File: src/rtl/uart_rx_fifo.sv
// Buffered 8N1 UART receiver: 2-flop line synchroniser, start-glitch rejection,
// framing-error detection and a first-word-fall-through byte FIFO.
module uart_rx_fifo #(
  parameter int CLKS_PER_BIT = 104,
  parameter int DEPTH        = 4
) (
  input  logic                     clk,
  input  logic                     rst_n,
  input  logic                     rx,
  input  logic                     rd_en,
  input  logic                     clr_err,
  output logic [7:0]               rd_data,
  output logic                     empty,
  output logic                     full,
  output logic [$clog2(DEPTH):0]   count,
  output logic                     frame_err,
  output logic                     overrun
);

  localparam int CNT_W = $clog2(CLKS_PER_BIT);
  localparam int PTR_W = $clog2(DEPTH);

  localparam logic [CNT_W-1:0] HALF_M1 = CNT_W'(CLKS_PER_BIT / 2 - 1);
  localparam logic [CNT_W-1:0] FULL_M1 = CNT_W'(CLKS_PER_BIT - 1);

  typedef enum logic [2:0] {
    IDLE,
    START,
    DATA,
    STOP,
    BREAK
  } rx_state_e;

  // ---------------------------------------------------------------------------
  // Line synchroniser (idles high so reset does not look like a start bit)
  // ---------------------------------------------------------------------------
  logic rx_meta;
  logic rx_s;

  // NOTE: sequential state uses non-blocking (<=) so every flop samples the
  // pre-edge values; combinational blocks use blocking (=).
  always_ff @(posedge clk or negedge rst_n) begin
    if (!rst_n) begin
      rx_meta <= 1'b1;
      rx_s    <= 1'b1;
    end else begin
      rx_meta <= rx;
      rx_s    <= rx_meta;
    end
  end

  // ---------------------------------------------------------------------------
  // Receive FSM
  // ---------------------------------------------------------------------------
  rx_state_e        state, state_d;
  logic [CNT_W-1:0] clk_cnt, clk_cnt_d;
  logic [2:0]       bit_idx, bit_idx_d;
  logic [7:0]       shift, shift_d;
  logic             push;
  logic             frame_evt;

  always_ff @(posedge clk or negedge rst_n) begin
    if (!rst_n) begin
      state   <= IDLE;
      clk_cnt <= '0;
      bit_idx <= '0;
      shift   <= '0;
    end else begin
      state   <= state_d;
      clk_cnt <= clk_cnt_d;
      bit_idx <= bit_idx_d;
      shift   <= shift_d;
    end
  end

  always_comb begin
    // NOTE: every output of this block gets a default first, so no path can
    // leave one unassigned and infer a latch.
    state_d   = state;
    clk_cnt_d = clk_cnt;
    bit_idx_d = bit_idx;
    shift_d   = shift;
    push      = 1'b0;
    frame_evt = 1'b0;

    unique case (state)
      IDLE: begin
        if (!rx_s) begin
          state_d   = START;
          clk_cnt_d = '0;
        end
      end

      // Re-check the line half a bit in; a high line means the edge was a glitch.
      START: begin
        if (clk_cnt == HALF_M1) begin
          clk_cnt_d = '0;
          if (!rx_s) begin
            state_d   = DATA;
            bit_idx_d = '0;
          end else begin
            state_d = IDLE;
          end
        end else begin
          clk_cnt_d = clk_cnt + CNT_W'(1);
        end
      end

      DATA: begin
        if (clk_cnt == FULL_M1) begin
          clk_cnt_d        = '0;
          shift_d[bit_idx] = rx_s;
          if (bit_idx == 3'd7) begin
            state_d = STOP;
          end else begin
            bit_idx_d = bit_idx + 3'd1;
          end
        end else begin
          clk_cnt_d = clk_cnt + CNT_W'(1);
        end
      end

      STOP: begin
        if (clk_cnt == FULL_M1) begin
          clk_cnt_d = '0;
          if (rx_s) begin
            push    = 1'b1;
            state_d = IDLE;
          end else begin
            frame_evt = 1'b1;
            state_d   = BREAK;
          end
        end else begin
          clk_cnt_d = clk_cnt + CNT_W'(1);
        end
      end

      // Held-low line after a bad stop bit must not retrigger a start.
      BREAK: begin
        if (rx_s) state_d = IDLE;
      end

      default: state_d = IDLE;
    endcase
  end

  // ---------------------------------------------------------------------------
  // FIFO
  // ---------------------------------------------------------------------------
  logic [7:0]       mem [DEPTH];
  logic [PTR_W-1:0] wr_ptr;
  logic [PTR_W-1:0] rd_ptr;
  logic             do_pop;
  logic             do_push;
  logic             ovr_evt;

  assign empty   = (count == '0);
  assign full    = (count == (PTR_W + 1)'(DEPTH));
  assign do_pop  = rd_en && !empty;
  // A pop in the same cycle frees a slot, so a full FIFO still accepts the byte.
  assign do_push = push && (!full || do_pop);
  assign ovr_evt = push && !do_push;
  assign rd_data = empty ? 8'h00 : mem[rd_ptr];

  // NOTE: storage is not reset; entries are only visible through count, which
  // is reset, so clearing the array would add nothing.
  always_ff @(posedge clk) begin
    if (do_push) mem[wr_ptr] <= shift;
  end

  always_ff @(posedge clk or negedge rst_n) begin
    if (!rst_n) begin
      wr_ptr <= '0;
      rd_ptr <= '0;
      count  <= '0;
    end else begin
      if (do_push) wr_ptr <= wr_ptr + PTR_W'(1);
      if (do_pop)  rd_ptr <= rd_ptr + PTR_W'(1);
      case ({do_push, do_pop})
        2'b10:   count <= count + (PTR_W + 1)'(1);
        2'b01:   count <= count - (PTR_W + 1)'(1);
        default: count <= count;
      endcase
    end
  end

  // ---------------------------------------------------------------------------
  // Sticky error flags; a new event wins over a simultaneous clear
  // ---------------------------------------------------------------------------
  always_ff @(posedge clk or negedge rst_n) begin
    if (!rst_n) begin
      frame_err <= 1'b0;
      overrun   <= 1'b0;
    end else begin
      if (frame_evt)    frame_err <= 1'b1;
      else if (clr_err) frame_err <= 1'b0;

      if (ovr_evt)      overrun <= 1'b1;
      else if (clr_err) overrun <= 1'b0;
    end
  end

endmodule

File: config.mk
export PLATFORM = sky130hd
export DESIGN_NAME = uart_rx_fifo
export DESIGN_NICKNAME = d
export VERILOG_FILES = /design/src/rtl/uart_rx_fifo.sv
export SDC_FILE = /design/constraint.sdc
export NUM_CORES = 1
export LEC_CHECK = 0
export ABC_AREA = 1
export CAP_MARGIN = 10
export CORE_MARGIN = 3
export CORE_UTILIZATION = 30
export CTS_BUF_LIST = sky130_fd_sc_hd__clkbuf_4 sky130_fd_sc_hd__clkbuf_8 sky130_fd_sc_hd__clkbuf_16
export CTS_CLUSTER_DIAMETER = 120
export CTS_CLUSTER_SIZE = 16
export DETAILED_ROUTE_END_ITERATION = 8
export GPL_TIMING_DRIVEN = 0
export PLACE_DENSITY_LB_ADDON = 0.25
export SKIP_CTS_REPAIR_TIMING = 1
export SKIP_LAST_GASP = 1
export SLEW_MARGIN = 10
export SYNTH_ARGS = -nofsm -noshare
export SYNTH_HDL_FRONTEND = slang
export SYNTH_SLANG_ARGS = --single-unit
File: constraint.sdc
create_clock -name clk -period 1.8 [get_ports clk]
set_input_delay 0.54 -clock clk [delete_from_list [all_inputs] [get_ports clk]]
set_output_delay 0.54 -clock clk [all_outputs]
set_load 0.02 [all_outputs]
# Word level (Yosys, flattened, before mapping)
# Memory sizes are Yosys's and may differ from the RTL's.
# Index checks and enable logic that the tools add are counted.
dict set report op_classes {
  n_mux 34
  bitwise 0
  n_shift 0
  reduce_logical 20
  mul 0
  order_cmp 2
  eq_ne 18
  n_addsub 6
  n_div 0
}
# operator n
set ops {}
lappend ops {{2-to-1 mux 3 bit} 11}
lappend ops {{2-to-1 mux 7 bit} 3}
lappend ops {{case mux 7 bit (3 select lines)} 1}
lappend ops {{!= test 2 bit, second input constant} 8}
lappend ops {{case mux 3 bit (5 select lines)} 1}
lappend ops {{2-to-1 mux 1 bit} 12}
lappend ops {{case mux 3 bit (2 select lines)} 2}
lappend ops {{== test 3 bit, second input constant} 3}
lappend ops {{bitwise mux 8 bit} 1}
lappend ops {{2-to-1 mux 8 bit} 1}
lappend ops {{nonzero test 2 bit} 4}
lappend ops {{adder 7 x 1 -> 7 bit, second input constant} 1}
lappend ops {{== test 7 x 6 -> 1 bit, second input constant} 1}
lappend ops {{== test 7 bit, second input constant} 1}
lappend ops {{adder 3 x 1 -> 3 bit, second input constant} 2}
lappend ops {{== test 3 x 2 -> 1 bit, second input constant} 2}
lappend ops {{zero test 3 bit} 2}
lappend ops {{AND reduction 6 bit} 1}
lappend ops {{AND reduction 5 bit} 1}
lappend ops {{adder 2 x 1 -> 2 bit, second input constant} 2}
lappend ops {{logical AND 1 bit} 4}
lappend ops {{less-than comparator 3 x 4 -> 1 bit, second input constant} 1}
lappend ops {{AND reduction 2 bit} 2}
lappend ops {{demux 1 bit (select 3 bit)} 1}
lappend ops {{other kinds (10)} 12}
dict set report totals {
  memories 1
  out_inout_bits 15
  latchBits 0
  rom_bits 0
  ramBits 32
  regBits 32
  inputBits 5
}
# name words width rd rd_clocked_by_memory_dff wr line_no
set memory_table {}
lappend memory_table {mem 4 8 1 0 1 150} ;# logic [7:0] mem [DEPTH];

# Logic depth before layout (Yosys ltp)
dict set report depth {
  ltp_word 8
  mapped_depth 14
  mapped_depth_nobuf 14
}

# Worst setup path after synthesis
# OpenSTA, ideal clock, no wires.
dict set report synth_timing {
  path_type {flip-flop to output port}
  startpoint {register count[0]}
  endpoint {output rd_data[0]}
  t_arrival_ns 1.406
  slack_ns -0.146
  t_required_ns 1.260
  stages_incl_launch_ff 5
  cell_sequence {dfrtp_1 inv_1 nand3_1 clkinv_1 a21oi_1}
}
dict set report synth_via {
  elab_chain_len 2
}
# item line_no
set synth_rtl {}
lappend synth_rtl {{from (decl)} 15} ;# output logic [$clog2(DEPTH):0] count,
lappend synth_rtl {{from (signal assigned)} 180} ;# 2'b10: count <= count + (PTR_W + 1)'(1);
lappend synth_rtl {{from (signal assigned)} 181} ;# 2'b01: count <= count - (PTR_W + 1)'(1);
lappend synth_rtl {{from (signal assigned)} 182} ;# default: count <= count;
lappend synth_rtl {{zero test 3 bit} 157} ;# assign empty = (count == '0);
lappend synth_rtl {{named net empty} 13} ;# output logic empty,
lappend synth_rtl {{2-to-1 mux 8 bit} 163} ;# assign rd_data = empty ? 8'h00 : mem[rd_ptr];
lappend synth_rtl {{to (decl)} 12} ;# output logic [7:0] rd_data,
# The timed path passes the listed nets, and every way through them passes these cells.

# Worst setup path in the final report
dict set report layout_timing {
  startpoint {register rd_ptr[0]}
  endpoint {output rd_data[5]}
}
dict set report layout_via {
  elab_chain_len 2
}
# item line_no
set layout_rtl {}
lappend layout_rtl {{from (decl)} 152} ;# logic [PTR_W-1:0] rd_ptr;
lappend layout_rtl {{from (signal assigned)} 178} ;# if (do_pop) rd_ptr <= rd_ptr + PTR_W'(1);
lappend layout_rtl {{memory read (4 x 8 bit)} --}
lappend layout_rtl {{2-to-1 mux 8 bit} 163}
# No other way between the ends.

==> metrics.csv <==
stage;metric;value;unit
status;status;finished with violations;
status;failing checks;setup timing;
routing;wire length on met1;2.81;mm
synthesis;Mapped Avg Cell Area;9.68;µm²
synthesis;largest family of logic cells by synthesized area;simple AND/OR/NAND/NOR gates;
worst_setup_path;reg2reg end;mem[2][2];
synthesis;register area share after synthesis;59.8;%
routing;routed wire length;6.15;mm
synthesis;Synth area leader;edfxtp_1;
global_route;first-pass GRT wire length;9.72;mm
sta;final cycle utilization of the critical path;113;%
synthesis;Synth Area in Compound Gates;8.82;%
synthesis;Syn Std Cell Area;2950;µm²
routing;Top Layer Used;met4;
global_route;initial antenna violation count;0;
layout;fin cells;488;
power_and_ir_drop;Comb power frac;39.6;%
synthesis;Synth async-reset ratio;50.0;%
routing;DR DRC count;0;
power_and_ir_drop;Clk network pwr share;27.5;%
routing;1st-iter DRT viols;71;
synthesis;Post-synth EDFFs;32;
cts;Clock Tree Buf Depth;2;
floorplan;full die area;11100;µm²
sta;clock skew;0.0151;ns
global_route;largest net degree at the start of global routing;33;
synthesis;Synth top cells by count;nor2_1, nand2_1, edfxtp_1;
worst_setup_path;Top Family by Delay on Critical Path;buffers and inverters;
worst_setup_path;CP Launch Type;register;
routing;met3 wire len;194;µm
synthesis;xor and xnor fraction of the mapped netlist area;1.48;%
sta;Setup violations, final;8;
placed_design;Area after DPL;3340;µm²
power_and_ir_drop;Worst VDD drop;0.000488;V
synthesis;share of the synthesized area in the top cell type;32.6;%
worst_setup_path;Worst Path Required;1.26;ns
power_and_ir_drop;Flop pwr share;32.9;%
placed_design;DP Cell Count;453;
sta;minimum clock period;2.03;ns
worst_setup_path;crit path cell chain;buf_6 > inv_6 > buf_8 > o21ai_0 > a21oi_2 > buf_4;
global_route;gr ovfl total;0;
min_path;Hold Path Class;input pin to async pin;
cts;CTS Buf Count;9;
worst_setup_path;worst r2r path cells;7;
worst_setup_path;critical path type;register to output pin;
layout;n_diodes;0;
layout;Area Growth Syn to Fin;33.7;%
worst_setup_path;crit path max fanout;9;
global_route;Total GRT Usage;11.1;%
sta;Max Slew Vio Count;0;
sta;Fmax;0.493;GHz
floorplan;Placeable Area;9420;µm²
power_and_ir_drop;Power Density;1270;nW/µm²
synthesis;Net Count, Synth;318;
cts;# H-tree levels;3;
sta;RSZ-0062 raised after global routing;yes;
power_and_ir_drop;Int Power;0.00330;W
sta;fin worst setup slack;-0.226;ns
routing;Detail Route Antenna Nets;0;
synthesis;top cells by area, synth;edfxtp_1, dfrtp_1, nor2_1;
synthesis;most used standard cell by instance count after synthesis;nor2_1;
cts;clock transition at the registers of the reported paths;0.08;ns
placed_design;pre-CTS WS;-0.867;ns
worst_setup_path;Buffers & Inverters on Critical Path;4;
power_and_ir_drop;Net Switching;0.00172;W
worst_setup_path;Crit-path slowest cell;dfrtp_1;
floorplan;# rows;35;
synthesis;Seq cells post-synth;64;
sta;setup TNS;-1.69;ns
power_and_ir_drop;Sw Share;34.3;%
worst_setup_path;Worst setup EP type;output pin;
routing;Via density;4.43;
worst_setup_path;Critical path origin;rd_ptr[0];
floorplan;initial core utilization;31.3;%
placed_design;HPWL after DPL;3.84;mm
sta;final hold viol count;0;
layout;Finished Cell Area;3950;µm²
floorplan;die width;105;µm
routing;DRT Pass-1 Iters;4;
placed_design;PortBufs;19;
worst_setup_path;Worst path max stage delay;0.35;ns
synthesis;Synth Area in Adders;3.65;%
cts;Root Driver;clkbuf_8;
synthesis;mux cell area share after synthesis;0;%
layout;share of post-route cells with drive strength above 1;29.0;%
synthesis;Syn. warnings;0;
power_and_ir_drop;Leak;1.84;nW
sta;Rel. slew slack;52.1;%
worst_setup_path;reg-to-reg setup timing slack;0.07;ns
synthesis;post-synth cell types;30;
worst_setup_path;CP Data Arrival Time;1.49;ns
routing;WL met2;3.11;mm
routing;routed len/inst;12.6;µm
job;Max-cap violations;0;
cts;CTS tree;built;
power_and_ir_drop;Final Total Pwr;0.00503;W
cts;clock sink count;64;
worst_setup_path;Worst R2R Start;clk_cnt[1];
cts;Skew-Pair Late Insertion Delay;0.34;ns
global_route;number of global-route vias before repair;1992;
synthesis;main flop type after synthesis;edfxtp_1;
routing;vias post-DR;2164;
floorplan;Die H;105;µm
layout;Final #Nets;367;
synthesis;Simple-Gate Fraction of Synth Area;21.1;%
floorplan;num ports;20;
placed_design;Final GP Congestion;0.745;
synthesis;Synth Instances;305;
sta;actual slew at the worst max-slew pin;0.718;ns
## metal layers
layer  track usage [%]  up-vias
li1                  -     1107
met1              14.5     1016
met2              17.6       37
met3              3.21        4
met4              3.66        0
met5                 0        -
## metrics by stage
stage | hold WS, ns | util [%]
global placement | 0.353 | 35.5
detailed placement | 0.350 | 35.5
CTS | 0.270 | 37.9
finish | 0.253 | 41.9
floorplan | 0.244 | -
global route | 0.291 | 41.9
## state kept, by name (all words and copies together), names as in the netlist
register,flops
rx_meta,1
wr_ptr,2
rx_s,1
overrun,1
state,3
bit_idx,3
clk_cnt,7
count,3
mem,32
shift,8
rd_ptr,2
frame_err,1
## cells by family after synthesis
kind of cell,Yosys count
flip-flops,64
XOR/XNOR,5
adder cells (fa/ha/maj),8
AO/OA/AOI/OAI,49
AND/OR/NAND/NOR,139
buffers and inverters,40
## final cells by class
class | count | area [µm²]
plain buffers | 4 | 45.0
clock buffers | 9 | 124
clock inverters | 7 | 103
fillers | 915 | 5470
inverters | 35 | 144
multi-input cells | 201 | 1180
flip-flops and latches | 64 | 1770
well taps | 129 | 161
repair buffers | 38 | 410
repair inverters | 1 | 6.26
## power groups by stage
stage	Sequential [W]	Combinational [W]	Clock (W)
after floorplan	0.00171	0.000891	0
after global placement	0.00167	0.00148	0
after detailed placement	0.00167	0.00150	0
after CTS	0.00164	0.00150	0.00143
after global routing	0.00166	0.00217	0.00149
final	0.00165	0.00199	0.00138
## cell usage in the layout (no fill, tap or decap), types with 3 or more instances in the layout
cell type and instances:
a21oi_1 4, a21oi_2 8, buf_12 3, buf_4 18, buf_6 7, clkbuf_8 9
clkdlybuf4s50_1 3, clkinv_4 3, dfrtp_1 26, dfrtp_2 4, dlymetal6s2s_1 5, edfxtp_1 32
ha_1 6, inv_1 27, inv_2 5, inv_6 3, nand2_1 50, nand2_4 6
nand3_1 15, nand4_1 3, nor2_1 43, nor2_2 7, nor2_4 8, o21ai_0 3
o21ai_1 28, xor2_1 5
## how the worst max path moves through the flow
stage,depth (start not counted),endpoint
after CTS,6,rd_data[1]
after global placement,6,rd_data[1]
after global routing,7,rd_data[0]
after detailed placement,6,rd_data[1]
after floorplan,7,mem[0][0]
final,6,rd_data[5]
Power figures use the tool's default switching activity.
==> RTL edit (config.mk and constraints unchanged) <==
Encoding of `rx_state_e`: now Gray code (3 bits for 5 states).
--- a/src/rtl/uart_rx_fifo.sv
+++ b/src/rtl/uart_rx_fifo.sv
@@ -24,11 +24,11 @@
   localparam logic [CNT_W-1:0] FULL_M1 = CNT_W'(CLKS_PER_BIT - 1);
 
   typedef enum logic [2:0] {
-    IDLE,
-    START,
-    DATA,
-    STOP,
-    BREAK
+    IDLE  = 3'b000,
+    START = 3'b001,
+    DATA  = 3'b011,
+    STOP  = 3'b010,
+    BREAK = 3'b110
   } rx_state_e;
 
   // ---------------------------------------------------------------------------
Function: same outputs for any inputs over 10 cycles, from zero or initial values and one cycle with rst_n low; not proved beyond that.
==> RTL edit against the unedited design <==
The run still ends with negative setup slack left; routed wire length grew 0.94%; final area grew 2.9%; synthesized area grew 1.3%; sequential cell count is the same; global-route usage grew 0.36 points; setup slack lost 110 ps; die area grew 1.2%.
Power is not compared: it rests on default switching activity, and its combinational part moved more than twofold at a synthesized area within 25%.
==> RTL edit: results (changes against the unedited design) <==
STATUS
-------------------------------------------------------------------------------------------------
Result of the run                                                                    finished with violations
Violations in the final reports                                                      negative setup slack

LAYOUT
-------------------------------------------------------------------------------------------------
Fin cells                                                                                     502   +2.9%
Area taken by flip-flops and latches                                                  0.00177 mm²   about the same
Data buffer area share                                                                      0.120   +0.00470
Total of fill cells in the finished design                                                    917   +0.22%
Number of multi-input combinational cells in the layout                                       211   +5.0%
Share of post-route cells with drive strength above 1                                       0.327   +0.0374
Number of ordinary and repair buffers in the finished layout                                   49   +17%
Final-layout clock-cell area share                                                         0.0499   -0.00750

DRT
-------------------------------------------------------------------------------------------------
Drt total wl                                                                              6.21 mm   +0.94%
First-iteration detailed-routing DRC count                                                     81   +14%
Average vias per placed instance                                                             4.44   +0.13%

WORST SETUP PATH
-------------------------------------------------------------------------------------------------
Arr. time, crit path                                                                      1600 ps   +110 ps
Maximum fanout along the worst path                                                             7   -2

GLOBAL ROUTING
-------------------------------------------------------------------------------------------------
Overall global routing resource usage                                                       0.114   +0.00360
Vias in the first global route                                                              2,038   +2.3%

LOGIC SYNTHESIS
-------------------------------------------------------------------------------------------------
Synth Net Count                                                                               325   +2.2%
Post-synth top cells                                                                 55 x sky130_fd_sc_hd__nor2_1, 51 x sky130_fd_sc_hd__nand2_1, 32 x sky130_fd_sc_hd__edfxtp_1
Number of distinct library cell variants in the gate-level netlist after synthesis             29   -3.3%
Part of the Yosys area used for sequential elements                                         0.590   -0.00751
Average cell area after synthesis                                                        9.58 µm²   -1.0%

STA
-------------------------------------------------------------------------------------------------
Final setup viols                                                                              19   +11
TNS Setup                                                                                -2600 ps   -904 ps
Final setup slack of the worst path                                                       -341 ps   -114 ps
Transition time at the pin with the least slew margin                                      720 ps   +1.79 ps
Setup clock skew after layout                                                             9.87 ps   -5.19 ps

PLACEMENT
-------------------------------------------------------------------------------------------------
Number of placed cells counting well taps                                                     460   +1.5%
Placement Cell Area                                                                   0.00338 mm²   +1.1%

[RTL edit: cell families after synthesis]
| group | Yosys count | synth area share |
|---|---|---|
| AOI/OAI and AO/OA | 51 | 0.0892 |
| DFF | 64 | 0.590 |
| adders and majority gates | 8 | 0.0360 |
| and+or+nand+nor | 149 | 0.228 |
| xor gates and xnor gates | 3 | 0.00879 |
| buffers and inverters | 37 | 0.0477 |
[RTL edit: metal layers]
layer	GRT usage	vias to the layer above	routed length, µm
li1	-	1155	-
met1	0.146	1045	2850
met5	0	-	0
met3	0.0202	8	128
met4	0.0527	0	102
met2	0.189	21	3120
[RTL edit: worst paths after layout]
| check | from | end | slack (ps) | cells past startpoint |
|---|---|---|---|---|
| worst min-delay path | rst_n | wr_ptr[0] | 240 | 1 |
| worst min register to register | rx_meta | rx_s | 360 | 0 |
| worst max-delay path | rd_ptr[1] | rd_data[0] | -340 | 7 |
| worst max register to register | clk_cnt[1] | mem[1][2] | -20 | 8 |
| min in group clk | rx_meta | rx_s | 360 | 0 |
| max in group asynchronous | rst_n | state[2] | 1050 | 1 |
[RTL edit: stage by stage]
stage	power [W]	hold WS, ps	setup slack (ps)	util
after floorplan	0.00157	244	-84.0	-
after global placement	0.00159	347	-786	0.358
after detailed placement	0.00159	349	-790	0.357
after CTS	0.00286	273	-1170	0.378
after global routing	0.00295	310	-421	0.429
final	0.00283	241	-341	0.429
[RTL edit: power by group through the flow]
stage               combinational (W)  sequential (W)  clock (W)
CTS                         0.0000314         0.00153    0.00130
global route                0.0000370         0.00153    0.00138
global placement            0.0000324         0.00156          0
detailed placement          0.0000317         0.00156          0
finish                      0.0000314         0.00153    0.00127
floorplan                  0.00000648         0.00156          0
